===== config.mk =====
export PLATFORM = sky130hd
export DESIGN_NAME = axi_wr_chan_router
export DESIGN_NICKNAME = d
export VERILOG_FILES = /design/src/rtl/axi_wr_chan_router.sv
export SDC_FILE = /design/constraint.sdc
export NUM_CORES = 1
export LEC_CHECK = 0
export CORE_MARGIN = 2
export CORE_UTILIZATION = 33
export CTS_CLUSTER_DIAMETER = 200
export DETAILED_ROUTE_END_ITERATION = 7
export PLACE_DENSITY = 0.81
export SKIP_LAST_GASP = 1
export SYNTH_ARGS = -nofsm -noshare
export SYNTH_HDL_FRONTEND = slang
export SYNTH_SLANG_ARGS = --single-unit

===== constraint.sdc =====
create_clock -name clk -period 3.3 [get_ports clk]
set_input_delay 0.66 -clock clk [delete_from_list [all_inputs] [get_ports clk]]
set_output_delay 0.66 -clock clk [all_outputs]
set_load 0.02 [all_outputs]

===== src/rtl/axi_wr_chan_router.sv =====
// AXI4 write slave that routes burst beats into one of NUM_CH input FIFOs by address channel field.
// Optional build macro AXI_WLAST_CHECK_EN: end bursts with SLVERR when wlast disagrees with the beat count.
module axi_wr_chan_router #(
  parameter int unsigned DATA_W  = 32,
  parameter int unsigned ID_W    = 4,
  parameter int unsigned ADDR_W  = 32,
  parameter int unsigned NUM_CH  = 4,
  parameter int unsigned INDEX_W = 10
) (
  input  logic                clk,
  input  logic                reset,
  input  logic [ID_W-1:0]     axs_awid,
  input  logic [ADDR_W-1:0]   axs_awaddr,
  input  logic [7:0]          axs_awlen,
  input  logic [1:0]          axs_awburst,
  input  logic                axs_awvalid,
  output logic                axs_awready,
  input  logic [DATA_W-1:0]   axs_wdata,
  input  logic [DATA_W/8-1:0] axs_wstrb,
  input  logic                axs_wlast,
  input  logic                axs_wvalid,
  output logic                axs_wready,
  output logic [ID_W-1:0]     axs_bid,
  output logic [1:0]          axs_bresp,
  output logic                axs_bvalid,
  input  logic                axs_bready,
  input  logic [NUM_CH-1:0]   ch_full,
  output logic [NUM_CH-1:0]   ch_push,
  output logic [NUM_CH-1:0]   ch_clr,
  output logic [DATA_W-1:0]   ch_data,
  output logic [DATA_W/8-1:0] ch_strb,
  output logic [INDEX_W-1:0]  ch_index,
  output logic                ch_rec_last
);

  localparam int unsigned SEL_W = 4;

  typedef enum logic [1:0] {
    ST_INIT = 2'd0,
    ST_AW   = 2'd1,
    ST_W    = 2'd2,
    ST_B    = 2'd3
  } state_e;

  state_e             state_q, state_d;
  logic [ID_W-1:0]    awid_q;
  logic [SEL_W-1:0]   sel_q;
  logic               rec_q;
  logic               err_q;
  logic [7:0]         beats_q;
  logic [INDEX_W-1:0] index_q;

  logic sel_full_c;
  logic wready_c;
  logic w_hs_c;
  logic last_beat_c;
  logic wlast_bad_c;
  logic burst_end_c;
  logic aw_err_c;
  logic unused_c;

  // Burst type and upper address bits carry no routing information.
  assign unused_c = ^{axs_awburst, axs_awaddr[ADDR_W-1:8], axs_wlast};

  always_comb begin
    sel_full_c = 1'b0;
    for (int i = 0; i < NUM_CH; i++) begin
      if (sel_q == SEL_W'(i)) sel_full_c = ch_full[i];
    end
  end

  assign aw_err_c    = ({1'b0, axs_awaddr[7:4]} >= (SEL_W+1)'(NUM_CH)) ||
                       (axs_awaddr[3:1] != 3'b000);
  assign wready_c    = (state_q == ST_W) && (!sel_full_c || err_q);
  assign w_hs_c      = axs_wvalid && wready_c;
  assign last_beat_c = (beats_q == 8'd0);

`ifdef AXI_WLAST_CHECK_EN
  assign wlast_bad_c = w_hs_c && (axs_wlast != last_beat_c);
`else
  assign wlast_bad_c = 1'b0;
`endif

  assign burst_end_c = w_hs_c && (last_beat_c || wlast_bad_c);

  // State register
  always_ff @(posedge clk) begin
    if (reset) state_q <= ST_INIT;
    else       state_q <= state_d;
  end

  // Next-state logic
  always_comb begin
    state_d = state_q;
    case (state_q)
      ST_INIT: state_d = ST_AW;
      ST_AW:   if (axs_awvalid) state_d = ST_W;
      ST_W:    if (burst_end_c) state_d = ST_B;
      ST_B:    if (axs_bready) state_d = ST_AW;
      default: state_d = ST_INIT;
    endcase
  end

  // Output decode; beat data and strobes pass straight through
  always_comb begin
    axs_awready = 1'b0;
    axs_wready  = 1'b0;
    axs_bvalid  = 1'b0;
    axs_bresp   = 2'b00;
    ch_push     = '0;
    ch_clr      = '0;
    ch_rec_last = 1'b0;
    case (state_q)
      ST_INIT: ch_clr = '1;
      ST_AW:   axs_awready = 1'b1;
      ST_W: begin
        axs_wready = wready_c;
        if (w_hs_c && !err_q) begin
          for (int i = 0; i < NUM_CH; i++) begin
            ch_push[i] = (sel_q == SEL_W'(i));
          end
          ch_rec_last = rec_q && last_beat_c && !wlast_bad_c;
        end
      end
      ST_B: begin
        axs_bvalid = 1'b1;
        axs_bresp  = err_q ? 2'b10 : 2'b00;
      end
      default: ch_clr = '1;
    endcase
  end

  assign axs_bid  = awid_q;
  assign ch_data  = axs_wdata;
  assign ch_strb  = axs_wstrb;
  assign ch_index = index_q;

  // Burst context and shared record index
  always_ff @(posedge clk) begin
    if (reset) begin
      awid_q  <= '0;
      sel_q   <= '0;
      rec_q   <= 1'b0;
      err_q   <= 1'b0;
      beats_q <= '0;
      index_q <= '0;
    end else begin
      if (state_q == ST_AW && axs_awvalid) begin
        awid_q  <= axs_awid;
        sel_q   <= axs_awaddr[7:4];
        rec_q   <= axs_awaddr[0];
        err_q   <= aw_err_c;
        beats_q <= axs_awlen;
      end
      if (w_hs_c) begin
        beats_q <= beats_q - 8'd1;
        if (wlast_bad_c) err_q <= 1'b1;
      end
      if (state_q == ST_B && axs_bready && rec_q && !err_q) begin
        index_q <= index_q + INDEX_W'(1);
      end
    end
  end

endmodule


==> Flow_metrics.wiki <==
{| class="wikitable"
! Metric !! Value
|-
| Insertion delay of the later-clocked pin in the worst-skew pair || 280 ps
|-
| Count of max-cap constraint violations || 0
|-
| Internal power consumption || about 0.88 mW
|-
| Clock share of power || ~22%
|-
| DRC violation total after the first TritonRoute iteration || 55
|-
| Post-synth EDFFs || 0
|-
| Portion of total power attributed to sequential cells || between 30 and 40%
|-
| Crit-path slowest cell || mux4_2
|-
| Mapped Avg Cell Area || 8.235 sq um
|-
| Slew at the pin closest to its max-slew limit || ~750 ps
|-
| Final period demand of the worst path || 3141 ps
|-
| All-layer global routing usage || around 14%
|-
| Synthesized netlist net count || around 330
|-
| Clock skew after layout || about 5.0 ps
|-
| Final max-slew violation count || 0
|-
| Area after DPL || about 2300 sq um
|-
| Number of unique standard cell types used by synthesis || 45
|-
| Switching pwr || about 0.52 mW
|-
| Worst path max stage delay || around 500 ps
|-
| Final hold slack || around 460 ps
|-
| Kind of capture point of the worst setup path || output port
|-
| Crit path max fanout || 4
|-
| Post-CTS setup buffers || 0
|-
| Most used cells in the layout excluding fill and tap cells || 49 x clkdlybuf4s50_1, 30 x nand2_1, 30 x dfxtp_1, 15 x a21oi_1, 11 x nor2_1
|-
| Initial cell density of the core || between 30% and 40%
|-
| Post-Layout Inst Area || ~2400 sq um
|-
| Number of vias in the routed layout || roughly 1,600
|-
| Routed via count divided by cell count || approximately 5.0
|-
| Maximum number of pins on one net before global-route repair || 22
|-
| Global placement routability congestion || 0.7614
|-
| Grt total ovfl || 0
|-
| Ys flop type || dfxtp_1
|-
| Fraction of final layout cells with drive strength greater than 1 || 8.300%
|-
| Number of synthesis warnings || 0
|-
| Post-detailed-route DRC marker count || 0
|-
| Highest achievable clock rate || about 0.32 GHz
|-
| Share of synthesized flip-flops with an asynchronous set or reset || 0%
|-
| Critical Path RT || approximately 2600 ps
|-
| Area of the die || 6414 sq um
|-
| Cell area after synthesis || approximately 1900 sq um
|-
| Unrepaired setup endpoints after global routing || no
|-
| Post-route antenna net violation count || 0
|-
| Seq/Total Area, Yosys || between 30% and 40%
|-
| Row Count || 27
|-
| Die Span X || ~80 um
|-
| Boundary Pins || around 160
|-
| Ratio of total power to cell area || 595.8 nW/um^2
|-
| Post-layout net count || 351
|-
| Arrival @ worst endpoint || between 2000 and 2500 ps
|-
| Global-route wire length before repair || between 7000 and 8000 um
|-
| Final worst path period share || 95.19%
|-
| Startpoint kind of the worst setup timing path || primary input
|-
| Static Leakage || between 0.9 and 1 nW
|-
| Post-cts hold buffer count || 0
|-
| Cells traversed along the worst timing path || clkdlybuf4s50_1 -> mux4_2 -> a21oi_2 -> nand2_1 -> nor3b_1 -> dlygate4sd2_1
|-
| Root buf cell || clkbuf_8
|-
| CTS tree || yes
|-
| Setup-failing EPs final || 0
|-
| H-tree levels || 2
|-
| Wirelength per Cell || between 10 and 15 um
|-
| Final Instance Count excl. Fillers || around 330
|-
| Most common cell after layout, fill and taps aside || clkdlybuf4s50_1
|-
| Total wire length || 4321 um
|-
| Die Height || between 80 and 90 um
|-
| Result of the run || finished clean
|-
| TritonCTS sink count || 30
|-
| Worst slew margin || 49.56%
|-
| Number of fillers in the final layout || around 600
|-
| Critical path type || in -> out
|-
| ANT cells || 0
|-
| Placed insts || between 300 and 400
|-
| Synth Register Bits || 30
|-
| Path class of the lowest-slack min-delay path || reg -> reg
|-
| Clock Path Buffers || 2
|-
| Combinational Power Share || about 44%
|-
| Number of instances in the synthesized netlist || roughly 230
|-
| Number of buffers created by CTS || 5
|-
| Largest voltage drop on the vdd net || 288.4 uV
|-
| Final Hold Fails || 0
|-
| Fraction of power spent switching nets || a little under two fifths
|-
| Placeable core region || 5540 sq um
|-
| Clock edge transition at the registers on the reported setup and hold paths || ~60 ps
|-
| Number of buffers inserted by port buffering || 55
|-
| Detailed Place HPWL || around 3200 um
|-
| Via count of the first global-routing pass || 1,599
|-
| Antenna violations before repair || 0
|-
| Relative area change from synthesis to final layout || 23.51%
|-
| Number of iterations in the first detailed-routing pass || 4
|}
[critical path: cells and delay by family]
kind	cells	cell delay, ps
and+or+nand+nor	2	350
AOI/OAI and AO/OA	1	220
buffers and inverters	2	750
muxes	1	500
[registers in the layout, summed over array words and instances, names as in the netlist]
register and count:
beats_q 8, err_q 1, ch_index 10, axs_bid 4
state_q 2, rec_q 1, sel_q 4
[cells in the mapped netlist (4+ instances only)]
master / n / area share, %
a211oi_1: 6 / 2.4
a21oi_1: 15 / 3.9
and3_1: 5 / 1.6
buf_4: 40 / 16
clkbuf_1: 6 / 1.2
dfxtp_1: 30 / 31
ha_1: 7 / 4.6
inv_1: 10 / 2.0
mux2i_1: 5 / 2.6
nand2_1: 30 / 5.9
nand2b_1: 5 / 1.6
nor2_1: 11 / 2.2
nor3_1: 6 / 1.6
or4_1: 4 / 1.6
xor2_1: 4 / 1.8
[logic make-up (layout without fill, tap and decap cells)]
family / after synthesis / count (layout) / share of synthesized area (%)
buffers and inverters: 58 / 79 / 19.32
xor gates and xnor gates: 7 / 7 / 3.209
muxes: 9 / 9 / 5.566
adders and majority gates: 7 / 7 / 4.584
AOI/OAI and AO/OA: 40 / 40 / 13.95
and+or+nand+nor: 80 / 80 / 21.74
other: 1 / 1 / 0.1963
DFF: 30 / 30 / 31.43
[layer usage]
| metal | wire, um | GRT usage (%) | vias up |
|---|---|---|---|
| li1 | - | - | 807 |
| met2 | 2017 | 22.58 | 62 |
| met1 | 1907 | 17.56 | 740 |
| met5 | 0 | 0 | - |
| met3 | 329 | 4.270 | 13 |
| met4 | 66 | 5.424 | 0 |
[power groups by stage]
| stage | Combinational, mW | Clock [mW] | Sequential, mW |
|---|---|---|---|
| floorplan | 0.496 | 0 | 0.470 |
| global placement | 0.616 | 0 | 0.473 |
| detailed placement | 0.632 | 0 | 0.477 |
| CTS | 0.633 | 0.323 | 0.469 |
| global route | 0.695 | 0.337 | 0.479 |
| finish | 0.625 | 0.312 | 0.469 |
[repair_timing]
action                     CTS  global route
gates resized for setup      4             2
setup endpoints to repair    4             2
hold endpoints to repair     0             0
[through the flow]
stage / TNS (ps) / utilization (%) / setup WS, ps / total power [mW]
2_1_floorplan: 0 / - / 165.6 / 0.9661
3_3_place_gp: -417.5 / 40.88 / -136.1 / 1.089
3_5_place_dp: -456.1 / 40.88 / -165.9 / 1.108
4_1_cts: 0 / 42.50 / 1.585 / 1.425
5_1_grt: 0 / 42.59 / 23.49 / 1.511
6_report: 0 / 42.59 / 158.6 / 1.406
[final timing paths]
path	start	to	slack (ps)	cells after the start
max reg2reg	sel_q[0]$_SDFFE_PP0P_	state_q[0]$_SDFFE_PP0P_	870	5
min reg2reg	axs_bid[0]$_SDFFE_PP0P_	axs_bid[0]$_SDFFE_PP0P_	460	2
min	axs_bid[0]$_SDFFE_PP0P_	axs_bid[0]$_SDFFE_PP0P_	460	2
max	ch_full[3]	ch_push[1]	160	6
[final cells by class]
class | instances | area, sq um | share of cell area, %
Sequential cell | 30 | 600.6 | 25.45
Timing Repair Buffer | 61 | 595.6 | 25.24
Clock buffer | 6 | 82.58 | 3.499
Multi-Input combinational cell | 144 | 940.9 | 39.87
Inverter | 10 | 37.54 | 1.591
Clock inverter | 2 | 12.51 | 0.5302
Tap cell | 72 | 90.09 | 3.818
Power figures use the tool's default switching activity.
==> RTL edit (config.mk and constraints unchanged) <==
The parameter `NUM_CH` goes from 4 to 2.
--- a/src/rtl/axi_wr_chan_router.sv
+++ b/src/rtl/axi_wr_chan_router.sv
@@ -6,3 +6,3 @@
   parameter int unsigned ADDR_W  = 32,
-  parameter int unsigned NUM_CH  = 4,
+  parameter int unsigned NUM_CH  = 2,
   parameter int unsigned INDEX_W = 10
Interface: changed (resized ch_clr, ch_full and ch_push); port bits go from 156 to 150. The function was not compared with the original's and may differ.
==> RTL edit against the unedited design <==
  * Clock skew decreased by 0.00097 ns
  * Register-to-register slack better by 0.41 ns
  * Non-clock buffer count fell by 9
  * Worst setup slack better by 0.026 ns
  * Wire length fell by 2.5%
  * Via count shrank 1.7%
  * Maximum frequency up 0.84%
  * Sequential cell count unchanged
  * Area after synthesis down 1.8%
  * Total power is 8.5% lower
  * Cell area decreased by 5.0%
  * Largest power group unchanged
==> RTL edit: results (changes against the unedited design) <==
* Layout cells sized above 1 at 0.0864 (+0.00342)
* Longest Clk Path Bufs at 2 (unchanged)
* # port buffers at 49 (-11%)
* Pre-CTS setup slack at 0.192 ns (+0.358 ns)
* CTS resizes at 0 (-4)
* CP top delay family: buffers and inverters
* WL/cell at 13.4 um (+0.60%)
* Post-synth top cells: 38 x buf_4, 31 x nand2_1, 30 x dfxtp_1
* Initial drt markers at 53 (-3.6%)
* Ys Warns at 0 (unchanged)
* Final Skew at 0.00398 ns (-0.000967 ns)
* Leakage at 0.809 nW (-12%)
* GRT Total Usage at 0.144 (+0.00338)
* FILL cells at 577 (-3.4%)
* Post-DP HPWL at 3160 um (-0.86%)
* # nets final at 340 (-3.1%)
* Largest net degree at the start of global routing at 19 (-14%)
* Crit path max fanout at 18 (+14)
* Rel. slew slack at 0.565 (+0.0689)
* Syn nets at 328 (-0.91%)
* Vias in the first global route at 1655 (+3.5%)
* Vias per cell at 5.06 (+1.4%)
* Max incr delay on CP at 0.66 ns (+0.16 ns)
* Distinct cells, synth at 50 (+11%)
* Arr. time, crit path at 2.46 ns (-0.02 ns)
* GPL Wtd Cong at 0.871 (+14%)
* Slowest CP cell: clkdlybuf4s50_1
* DP Area at 0.00215 mm2 (-5.0%)
* Peak supply drop at 0.249 mV (-14%)
* First-pass GRT wire length at 7080 um (-1.4%)
* Syn avg cell area at 8.16 um2 (-0.91%)
* Vias at 1594 (-1.7%)
* Placed insts at 307 (-3.2%)
* Leading post-synthesis cells by cell area: dfxtp_1 32%, buf_4 15%, nand2_1 6.2%
* Status: completed
* Fraction of the yosys area taken by sequential cells at 0.320 (+0.00566)
[RTL edit: cell type report]
type                    instances  area (um2)  area share
multi-input cells             143         910       0.406
flip-flops and latches         30         601       0.268
repair buffers                 52         513       0.229
well taps                      72        90.1      0.0402
clock buffers                   7        86.3      0.0385
inverters                      10        37.5      0.0167
clock inverters                 1        5.00     0.00223
[RTL edit: worst reg2reg max path: cells and delay by family, from the launching register on]
family / cells / cell delay (ns)
AO/OA/AOI/OAI: 2 / 0.61
AND/OR/NAND/NOR: 1 / 0.65
multiplexers: 1 / 0.10
buffers and inverters: 1 / 0.25
flip-flops: 1 / 0.31
[RTL edit: worst paths after layout]
path	startpoint	to	slack, ns	depth (start not counted)
min	sel_q[1]$_SDFFE_PP0P_	sel_q[1]$_SDFFE_PP0P_	0.46	2
min reg2reg	sel_q[1]$_SDFFE_PP0P_	sel_q[1]$_SDFFE_PP0P_	0.46	2
max reg2reg	sel_q[3]$_SDFFE_PP0P_	beats_q[2]$_SDFFE_PP0P_	1.28	5
max	ch_full[1]	ch_push[1]	0.18	7
[RTL edit: routing by layer]
layer,part of all wire,global-route usage,wire length (um),up-vias
met3,0.068,0.0396,288,23
li1,-,-,-,780
met5,0,0,0,-
met2,0.46,0.244,1940,59
met4,0.040,0.0966,167,0
met1,0.43,0.156,1820,732
[RTL edit: cell families (layout without fill, tap and decap cells)]
logic type	Yosys count	in the layout	synth area share
AO/OA/AOI/OAI	33	33	0.130
XOR/XNOR	7	7	0.0327
adder cells (fa/ha/maj)	8	8	0.0533
buffers and inverters	57	70	0.195
flip-flops	30	30	0.320
multiplexers	5	5	0.0273
other	1	1	0.00200
AND/OR/NAND/NOR	89	89	0.239
[RTL edit: where the power goes]
group,switching (mW),internal [mW]
combinational,0.285,0.227
clock,0.134,0.168
sequential,0.0547,0.418
